### config.mk
export PLATFORM = sky130hd
export DESIGN_NAME = sys_debug_ctrl
export DESIGN_NICKNAME = d
export VERILOG_FILES = /design/src/rtl/sys_debug_ctrl.sv
export SDC_FILE = /design/constraint.sdc
export NUM_CORES = 1
export LEC_CHECK = 0
export ABC_AREA = 1
export CORE_AREA = 5 5 185 187
export DETAILED_ROUTE_END_ITERATION = 10
export DIE_AREA = 0 0 190 192
export PLACE_DENSITY_LB_ADDON = 0.05
export SKIP_LAST_GASP = 1
export SLEW_MARGIN = 30
export SYNTH_ARGS = -nofsm -noshare
export SYNTH_HDL_FRONTEND = slang
export SYNTH_SLANG_ARGS = --single-unit
### constraint.sdc
create_clock -name SYS_clk -period 3.6 [get_ports SYS_clk]
set_clock_uncertainty 0.1 [all_clocks]
set_input_delay 0.54 -clock SYS_clk [delete_from_list [all_inputs] [get_ports SYS_clk]]
set_output_delay 0.54 -clock SYS_clk [all_outputs]
set_load 0.02 [all_outputs]
### src/rtl/sys_debug_ctrl.sv
// Run-control and observation block for the single-cycle MIPS system: run/halt/step/load
// sequencing, PC breakpoints, enabled-cycle counting and a paged LED view of internal buses.
module sys_debug_ctrl #(
    parameter int DATA_W  = 32,
    parameter int LED_W   = 27,
    parameter int NUM_SRC = 8,
    parameter int NUM_BP  = 4,
    parameter int STEP_W  = 16,
    localparam int BP_IDX_W = (NUM_BP > 1) ? $clog2(NUM_BP) : 1
) (
    input  logic                      SYS_clk,
    input  logic                      SYS_reset,
    input  logic                      SYS_run,
    input  logic                      SYS_halt,
    input  logic                      SYS_step,
    input  logic                      SYS_load,
    input  logic [STEP_W-1:0]         SYS_step_count,
    input  logic [DATA_W-1:0]         SYS_pc_load,
    input  logic                      bp_wr_en,
    input  logic [BP_IDX_W-1:0]       bp_wr_idx,
    input  logic [DATA_W-1:0]         bp_wr_addr,
    input  logic                      bp_wr_valid,
    input  logic [DATA_W-1:0]         pc_addr,
    input  logic [NUM_SRC*DATA_W-1:0] dbg_src,
    input  logic [7:0]                SYS_output_sel,
    input  logic                      SYS_page,
    output logic                      core_en,
    output logic                      pc_load_en,
    output logic [DATA_W-1:0]         pc_load_val,
    output logic [LED_W-1:0]          SYS_leds,
    output logic                      halted,
    output logic                      bp_hit,
    output logic [BP_IDX_W-1:0]       bp_hit_idx,
    output logic [31:0]               cycle_count
);

    typedef enum logic [1:0] {
        ST_HALT = 2'd0,
        ST_RUN  = 2'd1,
        ST_STEP = 2'd2,
        ST_LOAD = 2'd3
    } state_t;

    state_t              r_state;
    state_t              w_next;
    logic [3:0]          r_cmd_q;
    logic [3:0]          w_cmd_edge;
    logic                r_run_first;
    logic [STEP_W-1:0]   r_step_cnt;
    logic [DATA_W-1:0]   r_bp_addr [NUM_BP];
    logic [NUM_BP-1:0]   r_bp_valid;
    logic                w_bp_match;
    logic [BP_IDX_W-1:0] w_bp_idx;
    logic                w_bp_stop;
    logic [DATA_W-1:0]   w_src_word;
    logic [LED_W-1:0]    w_leds;
    logic                w_enter;

    // Order is {load, halt, step, run}; a command is its level's rising edge
    assign w_cmd_edge = {SYS_load, SYS_halt, SYS_step, SYS_run} & ~r_cmd_q;
    assign w_enter    = (w_next != r_state);

    // Lowest valid matching breakpoint wins, so scan from the top down
    always_comb begin
        w_bp_match = 1'b0;
        w_bp_idx   = {BP_IDX_W{1'b0}};
        for (int k = NUM_BP - 1; k >= 0; k--) begin
            if (r_bp_valid[k] && (r_bp_addr[k] == pc_addr)) begin
                w_bp_match = 1'b1;
                w_bp_idx   = BP_IDX_W'(k);
            end else begin
                w_bp_match = w_bp_match;
            end
        end
    end

    // The first RUN cycle ignores matches so a resume can step off the breakpoint
    assign w_bp_stop = (r_state == ST_RUN) && !r_run_first && w_bp_match;

    // Next-state decode; command priority is load > halt > step > run
    always_comb begin
        w_next = r_state;
        case (r_state)
            ST_HALT: begin
                if (w_cmd_edge[3])      w_next = ST_LOAD;
                else if (w_cmd_edge[2]) w_next = ST_HALT;
                else if (w_cmd_edge[1]) w_next = ST_STEP;
                else if (w_cmd_edge[0]) w_next = ST_RUN;
                else                    w_next = ST_HALT;
            end
            ST_RUN: begin
                if (w_cmd_edge[3])      w_next = ST_LOAD;
                else if (w_cmd_edge[2]) w_next = ST_HALT;
                else if (w_bp_stop)     w_next = ST_HALT;
                else                    w_next = ST_RUN;
            end
            ST_STEP: begin
                if (w_cmd_edge[3])                  w_next = ST_LOAD;
                else if (w_cmd_edge[2])             w_next = ST_HALT;
                else if (r_step_cnt <= STEP_W'(1))  w_next = ST_HALT;
                else                                w_next = ST_STEP;
            end
            ST_LOAD: w_next = ST_HALT;
            default: w_next = ST_HALT;
        endcase
    end

    // Core enable is a combinational decode so a breakpoint blocks the matching instruction
    always_comb begin
        core_en = 1'b0;
        case (r_state)
            ST_RUN:  core_en = !w_bp_stop;
            ST_STEP: core_en = 1'b1;
            default: core_en = 1'b0;
        endcase
    end

    // State register and per-state bookkeeping
    always_ff @(posedge SYS_clk or negedge SYS_reset) begin
        if (!SYS_reset) begin
            r_state     <= ST_HALT;
            r_cmd_q     <= 4'b0000;
            r_run_first <= 1'b0;
            r_step_cnt  <= {STEP_W{1'b0}};
            halted      <= 1'b1;
            pc_load_en  <= 1'b0;
            pc_load_val <= {DATA_W{1'b0}};
        end else begin
            r_state     <= w_next;
            r_cmd_q     <= {SYS_load, SYS_halt, SYS_step, SYS_run};
            r_run_first <= w_enter && (w_next == ST_RUN);
            halted      <= (w_next == ST_HALT);
            pc_load_en  <= (w_next == ST_LOAD);
            if (w_enter && (w_next == ST_STEP)) begin
                r_step_cnt <= (SYS_step_count == {STEP_W{1'b0}}) ? STEP_W'(1) : SYS_step_count;
            end else if ((r_state == ST_STEP) && (w_next == ST_STEP)) begin
                r_step_cnt <= r_step_cnt - STEP_W'(1);
            end else begin
                r_step_cnt <= {STEP_W{1'b0}};
            end
            if (w_enter && (w_next == ST_LOAD)) begin
                pc_load_val <= SYS_pc_load;
            end else begin
                pc_load_val <= pc_load_val;
            end
        end
    end

    // Breakpoint table, stop status and the enabled-cycle counter
    always_ff @(posedge SYS_clk or negedge SYS_reset) begin
        if (!SYS_reset) begin
            for (int k = 0; k < NUM_BP; k++) begin
                r_bp_addr[k] <= {DATA_W{1'b0}};
            end
            r_bp_valid  <= {NUM_BP{1'b0}};
            bp_hit      <= 1'b0;
            bp_hit_idx  <= {BP_IDX_W{1'b0}};
            cycle_count <= 32'd0;
        end else begin
            if (bp_wr_en) begin
                r_bp_addr[bp_wr_idx]  <= bp_wr_addr;
                r_bp_valid[bp_wr_idx] <= bp_wr_valid;
            end else begin
                r_bp_valid <= r_bp_valid;
            end
            if (w_enter && (w_next != ST_HALT)) begin
                bp_hit <= 1'b0;
            end else if (w_bp_stop) begin
                bp_hit     <= 1'b1;
                bp_hit_idx <= w_bp_idx;
            end else begin
                bp_hit <= bp_hit;
            end
            if (w_enter && (w_next == ST_LOAD)) begin
                cycle_count <= 32'd0;
            end else if (core_en) begin
                cycle_count <= cycle_count + 32'd1;
            end else begin
                cycle_count <= cycle_count;
            end
        end
    end

    // Display word: a paged source window, or the status word for out-of-range indices
    always_comb begin
        w_src_word = {DATA_W{1'b0}};
        for (int k = 0; k < NUM_SRC; k++) begin
            w_src_word = (SYS_output_sel == 8'(k)) ? dbg_src[k*DATA_W +: DATA_W] : w_src_word;
        end
        if (SYS_output_sel < 8'(NUM_SRC)) begin
            if (SYS_page) begin
                w_leds = LED_W'(w_src_word[DATA_W-1:LED_W]);
            end else begin
                w_leds = w_src_word[LED_W-1:0];
            end
        end else begin
            w_leds = LED_W'({bp_hit_idx, bp_hit, r_state});
        end
    end

    // LED bank register
    always_ff @(posedge SYS_clk or negedge SYS_reset) begin
        if (!SYS_reset) begin
            SYS_leds <= {LED_W{1'b0}};
        end else begin
            SYS_leds <= w_leds;
        end
    end

endmodule
Yosys cells after proc, flatten, opt, wreduce, memory -nomap -nowiden
Cells that the tools add are included.
- bits in registers: 251
- logic and storage cells: 112
- output and inout port bits: 97
- input port bits: 387
- $add $sub $neg: 2
- reductions and logical operators: 23
- bitwise operators: 4
- multiplexer cells: 43
- order comparisons: 6
- equal/unequal tests: 18
- operators by type and width (kind ; number):
    two-way mux 32 bit ; 11
    bitwise mux 128 bit ; 1
    equality test 32 bit ; 4
    demux 32 bit (select 2 bit) ; 1
    two-way mux 27 bit ; 2
    two-way mux 16 bit ; 3
    adder 32 x 1 -> 32 bit, second input constant ; 1
    equality test 8 x 3 -> 1 bit, second input constant ; 4
    two-way mux 2 bit ; 11
    equality test 8 x 2 -> 1 bit, second input constant ; 2
    less-or-equal comparator 16 x 1 -> 1 bit, second input constant ; 1
    logical NOT 16 bit ; 1
    subtractor 16 x 1 -> 16 bit, second input constant ; 1
    logical AND 1 bit ; 13
    two-way mux 1 bit ; 10
    equality test 2 bit, second input constant ; 4
    equality test 8 x 1 -> 1 bit, second input constant ; 1
    logical NOT 8 bit ; 1
    less-than comparator 8 x 4 -> 1 bit, second input constant ; 1
    one-hot mux 2 bit (4 select lines) ; 1
    nonzero test 2 bit ; 3
    bitwise AND 4 bit ; 1
    bitwise mux 4 bit ; 1
    equality test 2 x 1 -> 1 bit, second input constant ; 2
    13 further kinds ; 15

Logic depth before layout (Yosys ltp)
Gate-level depths: netlist of run 1.
- depth after elaboration: 15
- mapped depth: 22
- mapped depth without buffers: 20

Worst setup path after synthesis of run 1
No wires, ideal clock.
- path kind: input to output
- from: in pc_addr[22]
- to: out core_en
- required time: 2.960 ns
- path slack: 1.097 ns
- path buffers: 2
- cell stages on the path: 14
- data arrival time: 1.863 ns
- cell sequence: buf_2 > xnor2_1 > nand2_1 > nor2_1 > nand2_1 > nor2_1 > nand3_1 > nand2_1 > nand2_1 > nand3_1 > nand2_2 > nand2_2 > inv_2 > buf_4
- longest elaborated chain between the ends: 9
- elaborated cells on any way between the ends: 15
- classes of those cells: eq/ne: 4; mux: 5; reduce/logical: 6
- ends and longest elaborated chain (what ; line ; RTL):
    start, declared ; 23 ; input logic [DATA_W-1:0] pc_addr,
    equality test 32 bit ; 68 ; if (r_bp_valid[k] && (r_bp_addr[k] == pc_addr)) begin
    logical AND 1 bit ; 68 ;
    two-way mux 1 bit (3 in a row) ; 68 ;
    two-way mux 1 bit (*) ; 68 ;
    logical AND 1 bit (*) ; 78 ; assign w_bp_stop = (r_state == ST_RUN) && !r_run_first && w_bp_match;
    logical NOT 1 bit (*) ; 112 ; ST_RUN: core_en = !w_bp_stop;
    one-hot mux 1 bit (2 select lines) (*) ; 111 ; case (r_state)
    end, declared ; 27 ; output logic core_en,
Every way passes the cells marked *; elsewhere a longest branch is shown, timed or not.

Worst setup path in the final report of run 1
- from: in pc_addr[21]
- to: out core_en
Same word-level chain as after synthesis.

==> qor.csv, run 1 <==
metric,value,unit
die_area,36500,sq um
first_global_vias,17213,
min_path_cells,1,
crit_fanout,7,
cts_tree,done,
whs_endpoint,r_cmd_q[1],
rsz0062_at_grt,false,
worstSetupPathType,in -> out,
fin_util,67.8,%
cts_sinks,251,
core_area,32300,sq um
synth_area_leaders,"dfrtp_1, nand2_1, o21ai_0, inv_1, nor2_1",
yosysMostFrequentCell,nand2_1,
fin_ws,0.148,ns
ioPinCount,484,
finalSetupTns,0,ns
synth_cell_types,51,
antenna_found_initial,14,
tightest_slew,0.914,ns
totalWireLength,72200,um
irDropWorstVdd,566,uV
max_freq,290,MHz
synth_edf_count,0,
placed_cells,3061,
htreeDepth,1,
synth_cells,2073,
io_buffer_count,483,
fin_area,21900,sq um
floorplan.initialDensity,45.7,%
hold_start,SYS_step,
yosysTopAreaCellShare,42.4,%
drive_gt1_share,8.70,%
yosys_most_used_dff,dfrtp_1,
final_cells,3114,
synth_common_cells,"nand2_1, inv_1, dfrtp_1, o21ai_0, nor2_1",
slew-limit-headroom,38.8,%
dpl-instance-area,20900,sq um
arrival,2.81,ns
worstPathRequired,2.96,ns
power.share.sequential,34.4,%
min_period_over_period,95.9,%
hold_class,in -> reg,
intPower,7060,uW
pwr-share-comb,39.7,%
cts_setup_buffers,0,
clk_pin_slew_worst_paths,0.06,ns
ys_seq_area_share,42.6,%
die_h,192,um
cts_buffer_depth,3,
r2r-end,cycle_count[28],
period_needed,3.45,ns
cp-end-kind,output pin,
start_kind,input port,
drt-initial-drc-count,1819,
synth_top_area_cell,dfrtp_1,
r2r.worst_path.cells,17,
fin_nets,3041,
grt_max_degree,89,
p_leak,0.0105,uW
wire_per_inst,23.2,um
grt.overflow.total,0,
grt.total_usage,37.9,%
post-place-ws,-0.350,ns
setup_viol,0,
num_vias,17331,
ant_nets,0,
dp_hpwl,58400,um
cts_buffers,26,
vias_per_cell,5.57,
syn_area_per_cell,7.11,sq um
power_density,522,nW/um^2
swShare,38.2,%
power_frac_clock,25.9,%
postSynthRegisterBits,251,
grt_pass1_wl,106000,um
slew_violations,0,
die_x,190,um
outcome,finished clean,
yosysWarnings,0,
route.detailed.drc,0,
synth_area,14700,sq um
num_rows,66,
syn_to_final_growth,48.4,%
r2r-start,r_bp_addr[125],
finalHoldViolCount,0,
p_sw,4360,uW
regToRegSetupSlack,0.51,ns
clockRootBuffer,clkbuf_16,
insertion_delay,0.55,ns
drtPass1Iterations,5,
place_congestion,1.07,
syn_nets,2466,
drv_cap,0,
postSynth.asyncResetShare,100,%
==> kinds of logic after synthesis <==
logic type,after synthesis,share of synthesized area [%]
flops,251,42.6
compound gates,348,13.8
xor+xnor,55,3.27
fa+ha+maj,6,0.509
buf+inv,355,9.55
simple gates,1058,30.2
==> cells in the final DEF, fill, tap and decap left out, types with 8 or more instances in the layout <==
cell type	n
o22ai_1	13
nand3_1	83
o21ai_0	195
inv_1	255
xnor2_1	37
a221oi_1	32
clkdlybuf4s50_1	479
xor2_1	16
nand4_1	74
clkbuf_16	26
nor3_1	23
nand2_1	672
nor2_2	8
nor4_1	16
inv_2	23
a21oi_1	45
o211ai_1	29
dfrtp_1	250
o21ai_1	11
buf_4	128
nor2_1	142
==> power by group through the flow <==
stage	clock, uW	combinational [uW]	sequential, uW
after global placement	0	4310	3900
final	2970	4530	3930
after CTS	2990	4480	3900
after floorplan	0	2060	4100
after detailed placement	0	4440	3930
after global routing	3110	4910	3980
==> critical path, cell delays in order <==
cell and delay (ns):
clkdlybuf4s50_1 0.65, nand2_1 0.09, nand2_1 0.16, clkinv_1 0.13
nand2_1 0.18, nor2_1 0.07, nand2_1 0.07, nor2_1 0.04
nand3_1 0.15, nand2_1 0.11, nand2_1 0.09, nand3_1 0.09
nand2_2 0.11, nand2_2 0.06, inv_2 0.06, clkbuf_2 0.18
==> per-stage QoR <==
step | hold WS (ns) | power (uW)
after floorplan | 0.144 | 6160
after global placement | 0.361 | 8210
after detailed placement | 0.367 | 8370
after CTS | 0.354 | 11400
after global routing | 0.368 | 12000
final | 0.368 | 11400
==> worst max-delay path by stage <==
| stage | start | to | cells past startpoint |
|---|---|---|---|
| final | pc_addr[21] | core_en | 16 |
| after floorplan | pc_addr[22] | core_en | 14 |
| after global placement | pc_addr[19] | core_en | 17 |
| after global routing | pc_addr[6] | core_en | 14 |
| after CTS | pc_addr[21] | core_en | 16 |
| after detailed placement | pc_addr[20] | core_en | 14 |
==> layer usage <==
metal | part of all wire, % | global-route usage (%) | vias up | wire length (um)
met5 | 0.16 | 0 | - | 115
met2 | 45 | 59.9 | 1061 | 32600
met3 | 12 | 12.4 | 170 | 8840
met4 | 3.8 | 12.5 | 16 | 2750
li1 | - | - | 7889 | -
met1 | 39 | 49.3 | 8195 | 27900
==> sequential cells by signal, indices dropped and copies added, names as in the netlist <==
signal       flops
r_cmd_q          4
SYS_leds        27
r_state          2
bp_hit_idx       2
r_bp_addr      128
pc_load_en       1
halted           1
r_bp_valid       4
bp_hit           1
cycle_count     32
r_run_first      1
r_step_cnt      16
pc_load_val     32
==> final cells by class <==
cell class	instances	area, sq um
Timing Repair Buffer	618	5920
Tap cell	442	553
Fill cell	2556	10400
Antenna cell	5	12.5
Clock inverter	11	175
Sequential cell	251	6280
Inverter	284	1070
Multi-Input combinational cell	1467	7110
Clock buffer	36	758
==> timing repair <==
| action | in CTS | in global routing |
|---|---|---|
| hold buffers | 1 | 0 |
| pin swaps | 0 | 0 |
| hold endpoints to repair | 82 | 0 |
| gates resized for setup | 6 | 3 |
| endpoints found under the setup margin | 1 | 1 |
Power figures use the tool's default switching activity.
==> inputs of run 2 (changes only) <==
Settings changed: CAP_MARGIN set to 40, CORE_AREA 5 5 185 187 to unset, CORE_MARGIN set to 5, CORE_UTILIZATION set to 45, DIE_AREA 0 0 190 192 to unset.
==> qor.csv, run 2 (synthesis gave the netlist of run 1 again) <==
metric,value,unit,change
outcome,finished clean,,
insertion_delay,0.56,ns,about the same
tightest_slew,0.870,ns,-0.0445 ns
grt_max_degree,93,,+4.5%
num_rows,66,,unchanged
hold_start,SYS_halt,,
die_area,36500,sq um,about the same
slew-limit-headroom,42.0,%,+3.2 points
largest_reg_flops,128,,unchanged
use_met1,49.4,%,+0.061 points
htreeDepth,1,,unchanged
grt_use_met3,12.4,%,about the same
dp_hpwl,57800,um,-1.0%
drt-initial-drc-count,1581,,-13%
first_global_vias,16794,,-2.4%
clockRootBuffer,clkbuf_16,,
num-fill-cells,2675,,+4.7%
top_usage_layer,met2,,
cts_sinks,251,,unchanged
min_period_over_period,96.0,%,+0.13 points
irDropWorstVdd,509,uV,-10%
drive_gt1_share,8.89,%,+0.19 points
wire_per_inst,22.9,um,-1.3%
mostFrequentLayoutCell,nand2_1,,
die_h,191,um,-0.52%
crit_fanout,7,,unchanged
grt.total_usage,37.3,%,-0.51 points
syn_to_final_growth,49.7,%,
antenna_found_initial,30,,+16
drv_cap,0,,unchanged
clk_pin_slew_worst_paths,0.06,ns,about the same
top_register,r_bp_addr,,
min_path_cells,1,,unchanged
route.detailed.drc,0,,unchanged
ant_nets,0,,unchanged
worstSetupPathType,in -> out,,
layout_common_cells,"nand2_1, clkdlybuf4s50_1, inv_1, dfrtp_1, o21ai_0",,
period_needed,3.46,ns,+0.00450 ns
grt.overflow.total,0,,unchanged
crit_top_cell,nand2_1,,
drtPass1Iterations,6,,+1
r2r-end,pc_load_val[25],,
cts_buffers,27,,+3.8%
slew_violations,0,,unchanged
power_density,533,nW/um^2,+2.1%
max_freq,289,MHz,-0.13%
cts_buffer_depth,3,,unchanged
io_buffer_count,483,,unchanged
r2r-start,r_bp_addr[73],,
use_met2,58.1,%,-1.7 points
critPathMaxStageDelay,0.50,ns,-0.15 ns
place_congestion,1.02,,-4.7%
grt_pass1_wl,104000,um,-1.8%
hold_class,in -> reg,,
cts_tree,done,,
floorplan.initialDensity,45.4,%,-0.23 points
p_leak,0.0106,uW,+1.4%
worstPathRequired,2.96,ns,about the same
vias_per_cell,5.45,,-2.1%
cp-end-kind,output pin,,
fin_total_pwr,11800,uW,+2.9%
start_kind,input port,,
setup_viol,0,,unchanged
cpMaxStageDelayCell,clkdlybuf4s50_1,,
whs_endpoint,r_cmd_q[2],,
finalHoldViolCount,0,,unchanged
post-place-ws,-0.214,ns,+0.135 ns
crit_buf_inv,4,,unchanged
critPathLaunch,pc_addr[7],,
reg_top3,"r_bp_addr (128), cycle_count (32), pc_load_val (32)",,
ioPinCount,484,,unchanged
regToRegSetupSlack,0.70,ns,+0.19 ns
fin_ws,0.144,ns,-0.00451 ns
fin_nets,3038,,-0.099%
num_vias,17028,,-1.7%
totalWireLength,71500,um,-0.99%
path_cells,clkdlybuf4s50_1 > inv_2 > nand2_2 > o21ai_0 > nor2_1 > nand2_1 > nor2_2 > nand2_1 > nor2_1 > nand2_1 > nand2_1 > nand2_1 > nand3_1 > nand2_2 > nand2_2 > inv_2 > clkdlybuf4s15_1,,
arrival,2.82,ns,about the same
r2r.worst_path.cells,18,,+1
die_x,191,um,+0.52%
core_area,32500,sq um,+0.51%
path_delay_family,simple AND/OR/NAND/NOR gates,,
==> run 2: cell types whose count changed in the layout (fill, tap and decap cells not counted), moves of 6 or more <==
cell and delta:
clkdlybuf4s50_1 -10, diode_2 +12, buf_4 -6, dlymetal6s2s_1 +11
==> run 2: repair_timing <==
item,4_1_cts,5_1_grt
buffers inserted,0,2
hold buffers,1,0
resized for setup,6,20
hold endpoints to repair,70,0
cloned,0,0
setup endpoints to repair,1,1
pin swaps,0,2
==> run 2: cell type report <==
type | count | area (sq um) | share of cell area [%]
inverter | 284 | 1070 | 4.83
multi-input combinational | 1467 | 7150 | 32.4
antenna | 17 | 42.5 | 0.193
timing repair buffer | 614 | 5950 | 27.0
tap | 442 | 553 | 2.51
sequential | 251 | 6280 | 28.5
clock buffer | 35 | 756 | 3.43
clock inverter | 15 | 265 | 1.20
==> run 2: metrics by stage <==
stage	hold slack (ns)	cells	setup TNS, ns	util, %	area [sq um]
after floorplan	0.144	2073	0	-	14700
after detailed placement	0.366	3055	-0.422	64.4	20900
after CTS	0.354	3106	0	67.6	21900
final	0.369	3125	0	68.0	22100
after global routing	0.364	3120	-0.0176	67.9	22000
after global placement	0.363	3054	-1.74	64.3	20900
==> run 2: metal layers <==
layer	vias up	part of all wire [%]
met1	8081	40
met5	-	0.20
met2	876	45
met3	151	12
met4	22	3.7
li1	7898	-
==> run 2: power by group <==
group | leakage, uW | internal, uW | switching [uW] | total, uW
Sequential | 0.00322 | 3410 | 514 | 3920
Combinational | 0.00688 | 1950 | 2670 | 4630
Clock | 0.000505 | 1990 | 1230 | 3210
Total | 0.0106 | 7350 | 4410 | 11800
==> run 2: worst max-delay path by stage <==
stage / depth (start not counted) / end
2_1_floorplan: 14 / core_en
3_3_place_gp: 15 / core_en
3_5_place_dp: 14 / core_en
4_1_cts: 17 / core_en
5_1_grt: 14 / core_en
6_report: 17 / core_en
==> run 2: worst reg2reg max path, delay by kind of cell (launching register included) <==
kind                   cells  cell delay [ns]
and+or+nand+nor           13             1.55
buffers and inverters      4             0.67
DFF                        1             0.40
AOI/OAI and AO/OA          1             0.14
==> inputs of run 3 (changes only) <==
Clock period 3.6 ns to 4.4 ns, I/O delays scaled along.
==> qor.csv, run 3 (synthesis gave the netlist of run 1 again) <==
metric,value,unit,change
antenna_found_initial,22,,-27%
crit_fanout,6,,-1
ant_nets,0,,unchanged
cts_sinks,251,,unchanged
cts_buffers,28,,+3.7%
outcome,finished clean,,
hold_ws,0.0515,ns,-0.317 ns
drv_cap,0,,unchanged
final_cells,3027,,-3.1%
wire_per_inst,23.2,um,+1.3%
vias_per_cell,5.50,,+0.92%
cts_buffer_depth,3,,unchanged
start_kind,input port,,
grt.total_usage,36.9,%,-0.49 points
die_area,36500,sq um,unchanged
totalWireLength,70200,um,-1.9%
mostFrequentLayoutCell,nand2_1,,
reg_top3,"r_bp_addr (128), cycle_count (32), pc_load_val (32)",,
p_leak,0.0100,uW,-5.7%
cts_tree,done,,
ioPinCount,484,,unchanged
fin_nets,2943,,-3.1%
grt_max_degree,101,,+8.6%
first_global_vias,16445,,-2.1%
grt_pass1_wl,102000,um,-1.8%
arrival,3.55,ns,+0.73 ns
cpMaxStageDelayCell,clkdlybuf4s50_1,,
slew_violations,0,,unchanged
power_density,433,nW/um^2,-19%
critPathLaunch,pc_addr[14],,
critPathMaxStageDelay,0.56,ns,+0.06 ns
finalHoldViolCount,0,,unchanged
hold_class,in -> async,,
dr_wl_met3,8360,um,-0.44%
path_delay_family,simple AND/OR/NAND/NOR gates,,
worstSetupPathType,in -> out,,
met2WireLength,30800,um,-3.7%
insertion_delay,0.56,ns,about the same
min_period_over_period,98.0,%,
r2r-start,r_bp_addr[46],,
tightest_slew,0.789,ns,-0.0804 ns
floorplan.initialDensity,45.4,%,unchanged
finalSetupTns,0,ns,unchanged
placed_cells,2961,,-3.1%
max_freq,232,MHz,
irDropWorstVdd,434,uV,-15%
drive_gt1_share,5.09,%,-3.8 points
slew-limit-headroom,46.0,%,+4.0 points
crit_buf_inv,3,,-1
clockRootBuffer,clkbuf_16,,
hold_buffers,0,,-1
syn_to_final_growth,43.5,%,
drt-initial-drc-count,1832,,+16%
largest_reg_flops,128,,unchanged
htreeDepth,1,,unchanged
cp-end-kind,output pin,,
path_cells,clkdlybuf4s50_1 > xnor2_1 > nand2_1 > nor2_1 > nand2_1 > nor2_1 > nand3_1 > nand2_1 > nand2_1 > nand3_1 > nand2_2 > nand2_2 > inv_2 > clkdlybuf4s50_1,,
top_register,r_bp_addr,,
crit_top_cell,nand2_1,,
route.detailed.drc,0,,unchanged
worstPathRequired,3.64,ns,+0.68 ns
layout_common_cells,"nand2_1, clkdlybuf4s50_1, inv_1, dfrtp_1, o21ai_0",,
io_buffer_count,483,,unchanged
period_needed,4.31,ns,
setup_viol,0,,unchanged
core_area,32500,sq um,unchanged
num_rows,66,,unchanged
die_h,191,um,unchanged
dp_hpwl,56800,um,-1.8%
die_x,191,um,unchanged
rsz0062_at_grt,false,,
top_layer,met5,,
m1WireLength,28200,um,-0.62%
place_congestion,1.07,,+5.5%
drtPass1Iterations,6,,unchanged
num_vias,16646,,-2.2%
grt.overflow.total,0,,unchanged
clk_pin_slew_worst_paths,0.06,ns,about the same
## run 3: layer usage
| layer | vias up | GRT usage [%] |
|---|---|---|
| met5 | - | 0 |
| met4 | 14 | 12.2 |
| met3 | 152 | 12.4 |
| met2 | 904 | 56.9 |
| met1 | 7871 | 49.0 |
| li1 | 7705 | - |
## run 3: worst paths after layout
path / cells past startpoint / slack [ns] / endpoint
worst min register to register: 2 / 0.38 / pc_load_val[16]
worst max register to register: 16 / 1.19 / cycle_count[28]
max in group asynchronous: 2 / 3.20 / halted
worst min-delay path: 1 / 0.05 / r_step_cnt[3]
worst max-delay path: 14 / 0.09 / core_en
min in group SYS_clk: 2 / 0.38 / pc_load_val[16]
## run 3: final cells by class
type	count	area (sq um)
antenna	13	32.5
multi-input combinational	1467	7100
sequential	251	6280
clock buffer	42	845
clock inverter	10	138
timing repair buffer	518	5140
inverter	284	1070
fill	2849	11300
tap	442	553
## run 3: what timing repair did
| action | 4_1_cts | 5_1_grt |
|---|---|---|
| setup buffers | 0 | 0 |
| endpoints found under the setup margin | 0 | 1 |
| resized for setup | 0 | 3 |
## run 3: power breakdown
part	leakage, uW	total [uW]	internal [uW]	switching (uW)
registers	0.00322	3210	2790	419
clock network	0.000478	2490	1500	993
logic	0.00630	3470	1370	2100
total	0.0100	9170	5660	3510
## run 3: metrics by stage
stage	power (uW)	area [sq um]	setup slack (ns)	utilization, %
after floorplan	5040	14700	1.66	-
after CTS	9140	21100	0.0804	65.0
final	9170	21200	0.0892	65.2
after detailed placement	6620	20100	0.0857	62.0
after global placement	6550	20100	0.142	62.0
after global routing	9660	21100	0.00310	65.2
